[config.mk]
export PLATFORM = sky130hd
export DESIGN_NAME = fetch_unit
export DESIGN_NICKNAME = d
export VERILOG_FILES = /design/src/rtl/fetch_unit_pkg.sv /design/src/rtl/fetch_buffer.sv /design/src/rtl/fetch_unit.sv
export SDC_FILE = /design/constraint.sdc
export NUM_CORES = 1
export LEC_CHECK = 0
export BUFFER_PORTS_ARGS = -buffer_cell sky130_fd_sc_hd__clkbuf_2
export CAP_MARGIN = 20
export CORE_UTILIZATION = 30
export CTS_BUF_LIST = sky130_fd_sc_hd__clkbuf_4 sky130_fd_sc_hd__clkbuf_8
export DETAILED_ROUTE_END_ITERATION = 12
export SYNTH_ARGS = -nofsm -noshare
export SYNTH_HDL_FRONTEND = slang
export SYNTH_SLANG_ARGS = --single-unit
[constraint.sdc]
create_clock -name clk -period 2.2 [get_ports clk]
set_clock_uncertainty 0.1 [all_clocks]
set_input_delay 0.33 -clock clk [delete_from_list [all_inputs] [get_ports clk]]
set_output_delay 0.33 -clock clk [all_outputs]
set_load 0.03 [all_outputs]
[src/rtl/fetch_unit_pkg.sv]
// fetch_unit_pkg: shared types and constants for the instruction fetch slice.
//   fetch_state_t : fetch sequencer states
//   ADDR_W_DEF    : default PC / memory word-address width
//   INSTR_W_DEF   : default instruction width
//   PC_RESET      : PC value the surrounding PC register comes out of reset with
package fetch_unit_pkg;

    localparam int ADDR_W_DEF  = 32;
    localparam int INSTR_W_DEF = 32;

    localparam logic [31:0] PC_RESET = 32'd107;

    typedef enum logic [2:0] {
        IDLE,
        REQ,
        WAIT,
        HOLD,
        DISCARD
    } fetch_state_t;

endpackage

[src/rtl/fetch_buffer.sv]
// fetch_buffer: IF/ID output register plus a one-entry hold register.
//   clk, reset           : clock, synchronous active-high reset
//   load                 : a fetched instruction arrives this cycle
//   load_instr, load_pc  : the arriving instruction and its address
//   drain                : move the hold entry into the output register
//   stall                : decode cannot take the current output
//   flush                : drop the output and hold entries (redirect)
//   if_valid/instr/pc    : output register towards decode
//   free                 : output register can accept a load this cycle
module fetch_buffer #(
    parameter int ADDR_W  = 32,
    parameter int INSTR_W = 32
) (
    input  logic               clk,
    input  logic               reset,
    input  logic               load,
    input  logic [INSTR_W-1:0] load_instr,
    input  logic [ADDR_W-1:0]  load_pc,
    input  logic               drain,
    input  logic               stall,
    input  logic               flush,
    output logic               if_valid,
    output logic [INSTR_W-1:0] if_instr,
    output logic [ADDR_W-1:0]  if_pc,
    output logic               free
);

    logic               hold_valid;
    logic [INSTR_W-1:0] hold_instr;
    logic [ADDR_W-1:0]  hold_pc;

    // The current output is consumed this cycle unless decode is stalling on it.
    assign free = !if_valid || !stall;

    always_ff @(posedge clk) begin
        if (reset) begin
            if_valid   <= 1'b0;
            if_instr   <= '0;
            if_pc      <= '0;
            hold_valid <= 1'b0;
            hold_instr <= '0;
            hold_pc    <= '0;
        end else if (flush) begin
            if_valid   <= 1'b0;
            hold_valid <= 1'b0;
        end else begin
            if (load && free) begin
                if_valid <= 1'b1;
                if_instr <= load_instr;
                if_pc    <= load_pc;
            end else if (drain && hold_valid) begin
                if_valid   <= 1'b1;
                if_instr   <= hold_instr;
                if_pc      <= hold_pc;
                hold_valid <= 1'b0;
            end else if (!stall) begin
                if_valid <= 1'b0;
            end

            // Output still occupied by a stalled instruction: park the new one.
            if (load && !free) begin
                hold_valid <= 1'b1;
                hold_instr <= load_instr;
                hold_pc    <= load_pc;
            end
        end
    end

endmodule

[src/rtl/fetch_unit.sv]
// fetch_unit: instruction fetch sequencer between PC register, instruction
// memory port and decode. One outstanding request at most; redirects flush
// the IF/ID register and drain a stale in-flight response via DISCARD.
//   clk, reset                   : clock, synchronous active-high reset
//   pc / pc_next / pc_write      : PC register value in, next value + write pulse out
//   imem_req/addr/gnt            : read request handshake (addr follows pc)
//   imem_rvalid/rdata            : read response, no backpressure
//   redirect / redirect_pc       : taken branch/jump from a later stage
//   stall                        : decode cannot accept a new instruction
//   if_valid/if_instr/if_pc      : IF/ID output register
//   perf_fetched/perf_stall_cycles : counters, present only with FETCH_PERF_EN
module fetch_unit
    import fetch_unit_pkg::*;
#(
    parameter int ADDR_W  = ADDR_W_DEF,
    parameter int INSTR_W = INSTR_W_DEF
) (
    input  logic               clk,
    input  logic               reset,
    input  logic [ADDR_W-1:0]  pc,
    output logic [ADDR_W-1:0]  pc_next,
    output logic               pc_write,
    output logic               imem_req,
    output logic [ADDR_W-1:0]  imem_addr,
    input  logic               imem_gnt,
    input  logic               imem_rvalid,
    input  logic [INSTR_W-1:0] imem_rdata,
    input  logic               redirect,
    input  logic [ADDR_W-1:0]  redirect_pc,
    input  logic               stall,
    output logic               if_valid,
    output logic [INSTR_W-1:0] if_instr,
    output logic [ADDR_W-1:0]  if_pc
`ifdef FETCH_PERF_EN
    ,
    output logic [31:0]        perf_fetched,
    output logic [31:0]        perf_stall_cycles
`endif
);

    fetch_state_t state_q, state_d;
    logic         redir;
    logic         load, drain, flush;
    logic         buf_free;

    // IDLE only exists for the cycle after reset; redirects are ignored there.
    assign redir     = redirect && (state_q != IDLE);
    assign imem_addr = pc;

    always_ff @(posedge clk) begin
        if (reset) state_q <= IDLE;
        else       state_q <= state_d;
    end

    always_comb begin
        state_d  = state_q;
        imem_req = 1'b0;
        pc_write = 1'b0;
        pc_next  = '0;
        load     = 1'b0;
        drain    = 1'b0;
        flush    = 1'b0;

        case (state_q)
            IDLE: state_d = REQ;
            REQ: begin
                imem_req = 1'b1;
                // A granted request that gets redirected still owes a response.
                if (redir)         state_d = imem_gnt ? DISCARD : REQ;
                else if (imem_gnt) state_d = WAIT;
            end
            WAIT: begin
                if (redir) begin
                    state_d = imem_rvalid ? REQ : DISCARD;
                end else if (imem_rvalid) begin
                    load     = 1'b1;
                    pc_write = 1'b1;
                    pc_next  = pc + ADDR_W'(1);
                    state_d  = buf_free ? REQ : HOLD;
                end
            end
            HOLD: begin
                if (redir) begin
                    state_d = REQ;
                end else if (!stall) begin
                    drain   = 1'b1;
                    state_d = REQ;
                end
            end
            DISCARD: if (imem_rvalid) state_d = REQ;
            default: state_d = IDLE;
        endcase

        if (redir) begin
            pc_write = 1'b1;
            pc_next  = redirect_pc;
            flush    = 1'b1;
        end
    end

    fetch_buffer #(
        .ADDR_W  (ADDR_W),
        .INSTR_W (INSTR_W)
    ) u_buf (
        .clk        (clk),
        .reset      (reset),
        .load       (load),
        .load_instr (imem_rdata),
        .load_pc    (pc),
        .drain      (drain),
        .stall      (stall),
        .flush      (flush),
        .if_valid   (if_valid),
        .if_instr   (if_instr),
        .if_pc      (if_pc),
        .free       (buf_free)
    );

`ifdef FETCH_PERF_EN
    // load/drain are already suppressed on redirect, so flushed fetches never count.
    always_ff @(posedge clk) begin
        if (reset) begin
            perf_fetched      <= '0;
            perf_stall_cycles <= '0;
        end else begin
            if ((load && buf_free) || drain) perf_fetched <= perf_fetched + 32'd1;
            if (if_valid && stall)           perf_stall_cycles <= perf_stall_cycles + 32'd1;
        end
    end
`endif

endmodule

==> metrics.cfg, run 1 <==
[outcome]
outcome=complete, but fails checks
failed_checks=negative setup slack

[cells_and_area]
antennaDiodeCount=0
drive_gt1_frac=0.400
fin_util=0.470
area_growth_pct=52.7
fin_nets=1216
multi_input_area_sq_mm=0.00390
fill_cells=2008
layout.area.seq_sq_mm=0.00267

[die]
num_rows=53
dieWidth_um=149
coreArea_sq_mm=0.0212
die-area_sq_mm=0.0223
die_y_um=149
start_util=0.308
ios=233

[clocking]
clkSlewWorstSetupHoldPaths_ps=80
cts_tree=done
clk_path_buf_depth=2
clock_sinks=133
clock-root-buffer=clkbuf_8
cts_htree_levels=4
clock_latency_ps=440
numCtsBuffers=17

[power]
p_leak_nw=4.04
p_total_w=0.00570
clkPwrFrac=0.363
p_per_area_mw_per_mm2=573
power_frac_seq=0.431
power.internal_w=0.00400
sw_frac_of_total=0.297
combinationalPowerShare=0.206
vdd_ir_drop_max_mv=0.286
p_sw_w=0.00169

[critical_path]
cp_cell_sequence=buf_8, ha_4, nand3_4, or4_4, buf_6, nor3_4, xnor2_2, o21ai_2, clkbuf_8
crit_path_max_fanout=6
crit_arrival_ps=1980
slowest_stage=or4_4
endpoint_kind=primary output
critPathLaunchType=input port
worstPathRequired_ps=1770
crit_path_max_incr_delay_ps=600
crit_type=in -> out

[drt]
via_per_inst=4.90
vias=6870
wl_per_cell_um=16.8
drtIter0Drc=346
postRouteAntennaNets=0
wl_um=23600
drc=0
firstDrtPassIters=4

[sta]
worst-slew-pin-transition_ps=525
rsz0062_at_grt=true
drv_slew=0
min_period_over_period=1.10
setup_viol=29
setup_ws_ps=-214
fin_setup_tns_ps=-1970
hold_violations=0
fmax_mhz=414
slew_headroom=0.641
finalCriticalPeriod_ps=2410

[synth]
synth_edf_count=0
avgSynthCellArea_sq_um=7.65
yosysWarnings=0
yosysMostFrequentCell=nand2_1
synth.area.top_cells=dfxtp_1 (41%), nand2_1 (12%), a21oi_1 (5.4%), nor2_1 (4.8%), a311oi_1 (4.6%)
syn-cell-area_sq_mm=0.00652
syn_nets=955
synthCells=852
synthTopCellsByCount=nand2_1 (207), dfxtp_1 (133), nor2_1 (84)
synthArstFlopShare=0
ys_seq_area_frac=0.409
synth.distinct_cells=43
synth-main-ff-cell=dfxtp_1
netlist.area_leader.share=0.409
synth_area_leader_cell=dfxtp_1
synth-seq-cells=133

[global_routing]
grt_pass1_vias=6381
antenna_found_initial=0
grt_util_all_layers=0.200
grt_first_pass_wirelength_um=34200
gr-total-overflow=0
grt_max_degree=66

[hold_path]
min_path_type=in -> reg

[placement]
portBuffers=232
dp_hpwl_um=15000
place_congestion=0.833

[flow_run]
cap_violations=0

final cells by class:
class                      count  share of cell area
sequential                   133               0.268
timing repair buffer         342               0.263
clock buffer                  20              0.0270
inverter                       7             0.00264
tap                          275              0.0346
clock inverter                12              0.0128
multi-input combinational    612               0.392
final timing paths:
check / start / end / slack, ps / cells past startpoint
setup reg to reg: state_q[1]$_SDFFE_PP0P_ / u_buf.if_pc[15]$_SDFFE_PP0P_ / 120 / 8
hold reg to reg: u_buf.hold_pc[29]$_SDFFE_PP0P_ / u_buf.hold_pc[29]$_SDFFE_PP0P_ / 360 / 2
hold / removal: imem_rdata[17] / u_buf.hold_instr[17]$_SDFFE_PP0P_ / 30 / 3
setup / recovery: pc[1] / pc_next[24] / -210 / 9
flip-flops by register name, indices dropped and copies added, names as in the netlist:
name,cells
u_buf.hold_instr,32
u_buf.hold_pc,32
u_buf.if_instr,32
u_buf.if_pc,32
state_q,3
u_buf.hold_valid,1
u_buf.if_valid,1
stage by stage:
| stage | setup slack (ps) | cells | hold WS [ps] | area [sq um] |
|---|---|---|---|---|
| global route | -260 | 1401 | 19.3 | 9950 |
| detailed placement | -330 | 1331 | 346 | 8310 |
| global placement | -321 | 1331 | 341 | 8310 |
| CTS | -304 | 1387 | 0.107 | 9340 |
| floorplan | -147 | 852 | 336 | 6610 |
| finish | -214 | 1401 | 28.8 | 9950 |
cell usage in the layout (no fill, tap or decap), types with 3 or more instances in the layout:
master / n
nand2_4: 3
mux2i_1: 29
nor4_4: 8
dfxtp_1: 130
buf_8: 12
xnor2_1: 10
o21ai_2: 13
clkbuf_8: 27
clkinvlp_4: 4
nand2_2: 13
inv_1: 7
clkbuf_2: 194
a211oi_1: 31
xor2_1: 13
xnor2_2: 3
a21oi_1: 70
nand3_4: 7
buf_12: 15
nor2_2: 3
buf_6: 29
a311oi_1: 34
clkbuf_16: 4
o21ai_4: 15
nand4_1: 8
buf_4: 68
clkinv_2: 4
nor2_1: 79
nand2_1: 191
xor2_2: 3
nand3_1: 41
dlygate4sd3_1: 12
worst max-delay path, delay by kind of cell:
family / cells / cell delay, ps
buffers and inverters: 3 / 430
adders and majority gates: 1 / 140
and+or+nand+nor: 3 / 850
AOI/OAI and AO/OA: 1 / 140
xor gates and xnor gates: 1 / 90
cells by family after synthesis:
group                      Yosys count  synth area share
AOI/OAI and AO/OA                  174             0.170
adders and majority gates            1           0.00192
buffers and inverters              107            0.0833
muxes                               29            0.0445
and+or+nand+nor                    378             0.251
xor gates and xnor gates            30            0.0403
DFF                                133             0.409
power by group through the flow:
stage,registers (W),logic [W],clock network (W)
floorplan,0.00254,0.000471,0
global placement,0.00250,0.000888,0
detailed placement,0.00251,0.000886,0
CTS,0.00245,0.00104,0.00213
global route,0.00246,0.00124,0.00224
finish,0.00245,0.00117,0.00207
routing by layer:
layer  track usage  wire length [um]  vias up  part of all wire
met5             0                 0        -                 0
met2         0.344             11300      261              0.48
met4        0.0648               483        0             0.021
met3        0.0486              1590       31             0.067
li1              -                 -     3425                 -
met1         0.243             10200     3153              0.43
repair_timing:
action | 4_1_cts | 5_1_grt
hold endpoints to repair | 12 | 0
hold buffers | 12 | 0
setup buffers | 10 | 12
pin swaps | 25 | 31
gates resized for setup | 97 | 128
endpoints found under the setup margin | 32 | 34
gates cloned | 2 | 4
No activity file was read; power rests on OpenSTA's default activity.
==> run 2: changes to the inputs <==
--- a/config.mk
+++ b/config.mk
@@ -5,6 +5,7 @@
 export SDC_FILE = /design/constraint.sdc
 export NUM_CORES = 1
 export LEC_CHECK = 0
+export ABC_AREA = 1
 export BUFFER_PORTS_ARGS = -buffer_cell sky130_fd_sc_hd__clkbuf_2
 export CAP_MARGIN = 20
 export CORE_UTILIZATION = 30
==> constraint.sdc (replaced) <==
create_clock -name clk -period 2.46 [get_ports clk]
set_clock_uncertainty 0.1 [all_clocks]
set_input_delay 0.369 -clock clk [delete_from_list [all_inputs] [get_ports clk]]
set_output_delay 0.369 -clock clk [all_outputs]
set_load 0.03 [all_outputs]
==> run 2 against run 1 <==
The run now ends clean. Power fell by 4.8%. Non-clock buffer count fell by 76. Clock-buffer cell count fell by 2. Routed wire length rose by 2.4%. Via count rose by 14%. Flip-flop and latch count did not move. Setup slack improved by 310 ps. Largest cell class unchanged. Critical path type is now reg -> out. Design area fell by 6.9%. Combinational power fell by 14%. Critical path depth fell by 2. Highest routed layer unchanged.
==> metrics.cfg, run 2 <==
[cells_and_area]
final_common_cell=nand2_1
drive_gt1_frac=0.233
instances_no_fill=1712
fill_cells=2727
antennaDiodeCount=0
layout_common_cells=nand2_1 (390), nor2_1 (265), clkbuf_2 (222)
layout.area.seq_sq_mm=0.00267
multi_input_area_sq_mm=0.00404
fin_nets=1478
fin_util=0.382
area_growth_pct=25.3

[flow_run]
cap_violations=0

[die]
start_util=0.305
ios=233
coreArea_sq_mm=0.0242
num_rows=57
dieWidth_um=159
die_y_um=159
die-area_sq_mm=0.0253

[global_routing]
antenna_found_initial=0
grt_util_all_layers=0.191
grt_use_met3=0.0393
grt_max_degree=126
grt_first_pass_wirelength_um=38500
grt.busiest_layer=met2
met2_usage=0.322
gr-total-overflow=0
use_met1=0.249
grt_pass1_vias=7182

[power]
sw_frac_of_total=0.307
p_leak_nw=4.84
vdd_ir_drop_max_mv=0.311
clkPwrFrac=0.405
p_sw_w=0.00167
power.internal_w=0.00376
p_per_area_mw_per_mm2=585
power_frac_seq=0.410
combinationalPowerShare=0.185

[critical_path]
cp_cell_sequence=nor2_2, nand2_1, nand2_4, clkinv_1, buf_12, a22o_1, clkbuf_2
critPathLaunchType=flop
endpoint_kind=primary output
crit_path_max_fanout=34
crit_type=reg -> out
reg2reg_depth=7
slowest_stage=dfxtp_2
worstPathRequired_ps=1990
crit_arrival_ps=1890
crit_path_max_incr_delay_ps=370

[synth]
synthSimpleGateAreaFrac=0.445
netlist.area_leader.share=0.360
synth-xor-area-share=0.00355
synth_compound_area_frac=0.0895
yosysWarnings=0
ys_seq_area_frac=0.360
synth.area.top_cells=dfxtp_1 (36%), nand2_1 (20%), nor2_1 (14%), nand3b_1 (6.6%), o21ai_0 (6.2%)
synth_edf_count=0
synthArstFlopShare=0
synth-main-ff-cell=dfxtp_1
yosysMostFrequentCell=nand2_1
yosys.area_share.adder=0.00169
synth.distinct_cells=31
synthTopCellsByCount=nand2_1 (392), nor2_1 (269), dfxtp_1 (133)
synthCells=1190
avgSynthCellArea_sq_um=6.21
syn_nets=1293
syn-cell-area_sq_mm=0.00740
synth-seq-cells=133
synthMuxAreaShare=0
synth_area_leader_cell=dfxtp_1
synth_top_family_by_area=simple AND/OR/NAND/NOR gates

[clocking]
cts_tree=done
clkSlewWorstSetupHoldPaths_ps=80
clk_path_buf_depth=2
numCtsBuffers=17
cts_htree_levels=4
clock-root-buffer=clkbuf_8
clock_sinks=133
clock_latency_ps=440

[hold_path]
min_path_type=in -> reg
holdPathStages=3

[sta]
fin_setup_tns_ps=0
worst-slew-pin-transition_ps=982
finalCriticalPeriod_ps=2360
hold_violations=0
fmax_mhz=423
slew_headroom=0.344
setup_viol=0
drv_slew=0
min_period_over_period=0.961

[drt]
wl_per_cell_um=14.1
postRouteAntennaNets=0
drc=0
via_per_inst=4.58
firstDrtPassIters=5
wl_um=24100
drtIter0Drc=474
vias=7843

[outcome]
outcome=completed

[placement]
portBuffers=232
place_congestion=0.927
dp_hpwl_um=16600
placed_cells=1678

run 2: final timing paths:
kind | start | end | slack [ps]
worst min register to register | u_buf.hold_instr[31]$_SDFFE_PP0P_ | u_buf.hold_instr[31]$_SDFFE_PP0P_ | 350
worst max register to register | state_q[0]$_SDFFE_PP0P_ | u_buf.hold_instr[0]$_SDFFE_PP0P_ | 530
worst max-delay path | state_q[0]$_SDFFE_PP0P_ | pc_next[1] | 100
worst min-delay path | imem_rdata[16] | u_buf.hold_instr[16]$_SDFFE_PP0P_ | 80
run 2: timing repair:
item	in CTS	in global routing
pin swaps	0	0
hold buffers	0	0
setup buffers	0	2
setup endpoints to repair	32	23
gates resized for setup	9	31
run 2: worst max-delay path, delay by kind of cell (launching register included):
| kind | cells | cell delay, ps |
|---|---|---|
| buf+inv | 3 | 470 |
| simple gates | 3 | 400 |
| flops | 1 | 370 |
| compound gates | 1 | 220 |
run 2: logic make-up (layout without fill, tap and decap cells):
family	after synthesis	after routing
AOI/OAI and AO/OA	129	129
DFF	133	133
buffers and inverters	144	342
xor gates and xnor gates	3	3
and+or+nand+nor	780	780
adders and majority gates	1	1
run 2: power groups by stage:
stage	registers, W	clock network (W)	logic [W]
3_5_place_dp	0.00227	0	0.000992
5_1_grt	0.00223	0.00238	0.00109
2_1_floorplan	0.00232	0	0.000579
3_3_place_gp	0.00227	0	0.000992
4_1_cts	0.00222	0.00226	0.00100
6_report	0.00222	0.00220	0.00101
run 2: per-stage QoR:
| step | instance area [sq um] | setup WS, ps | total power, W | hold WS, ps |
|---|---|---|---|---|
| after CTS | 9210 | 8.47 | 0.00548 | 39.8 |
| final | 9270 | 96.8 | 0.00542 | 78.9 |
| after global placement | 8720 | 73.5 | 0.00326 | 332 |
| after detailed placement | 8720 | 23.5 | 0.00326 | 341 |
| after global routing | 9270 | -5.13 | 0.00570 | 39.4 |
| after floorplan | 7400 | 62.5 | 0.00290 | 325 |
run 2: routing by layer:
layer | vias to the layer above | wire length, um
met5 | - | 0
met4 | 0 | 335
met3 | 20 | 1300
met2 | 255 | 11400
met1 | 3481 | 11100
li1 | 4087 | -
run 2: area by class of cell:
type | instances | share of cell area
flip-flops and latches | 133 | 0.288
clock buffers | 18 | 0.0267
clock inverters | 14 | 0.0243
multi-input cells | 913 | 0.436
inverters | 44 | 0.0184
well taps | 324 | 0.0437
repair buffers | 266 | 0.163
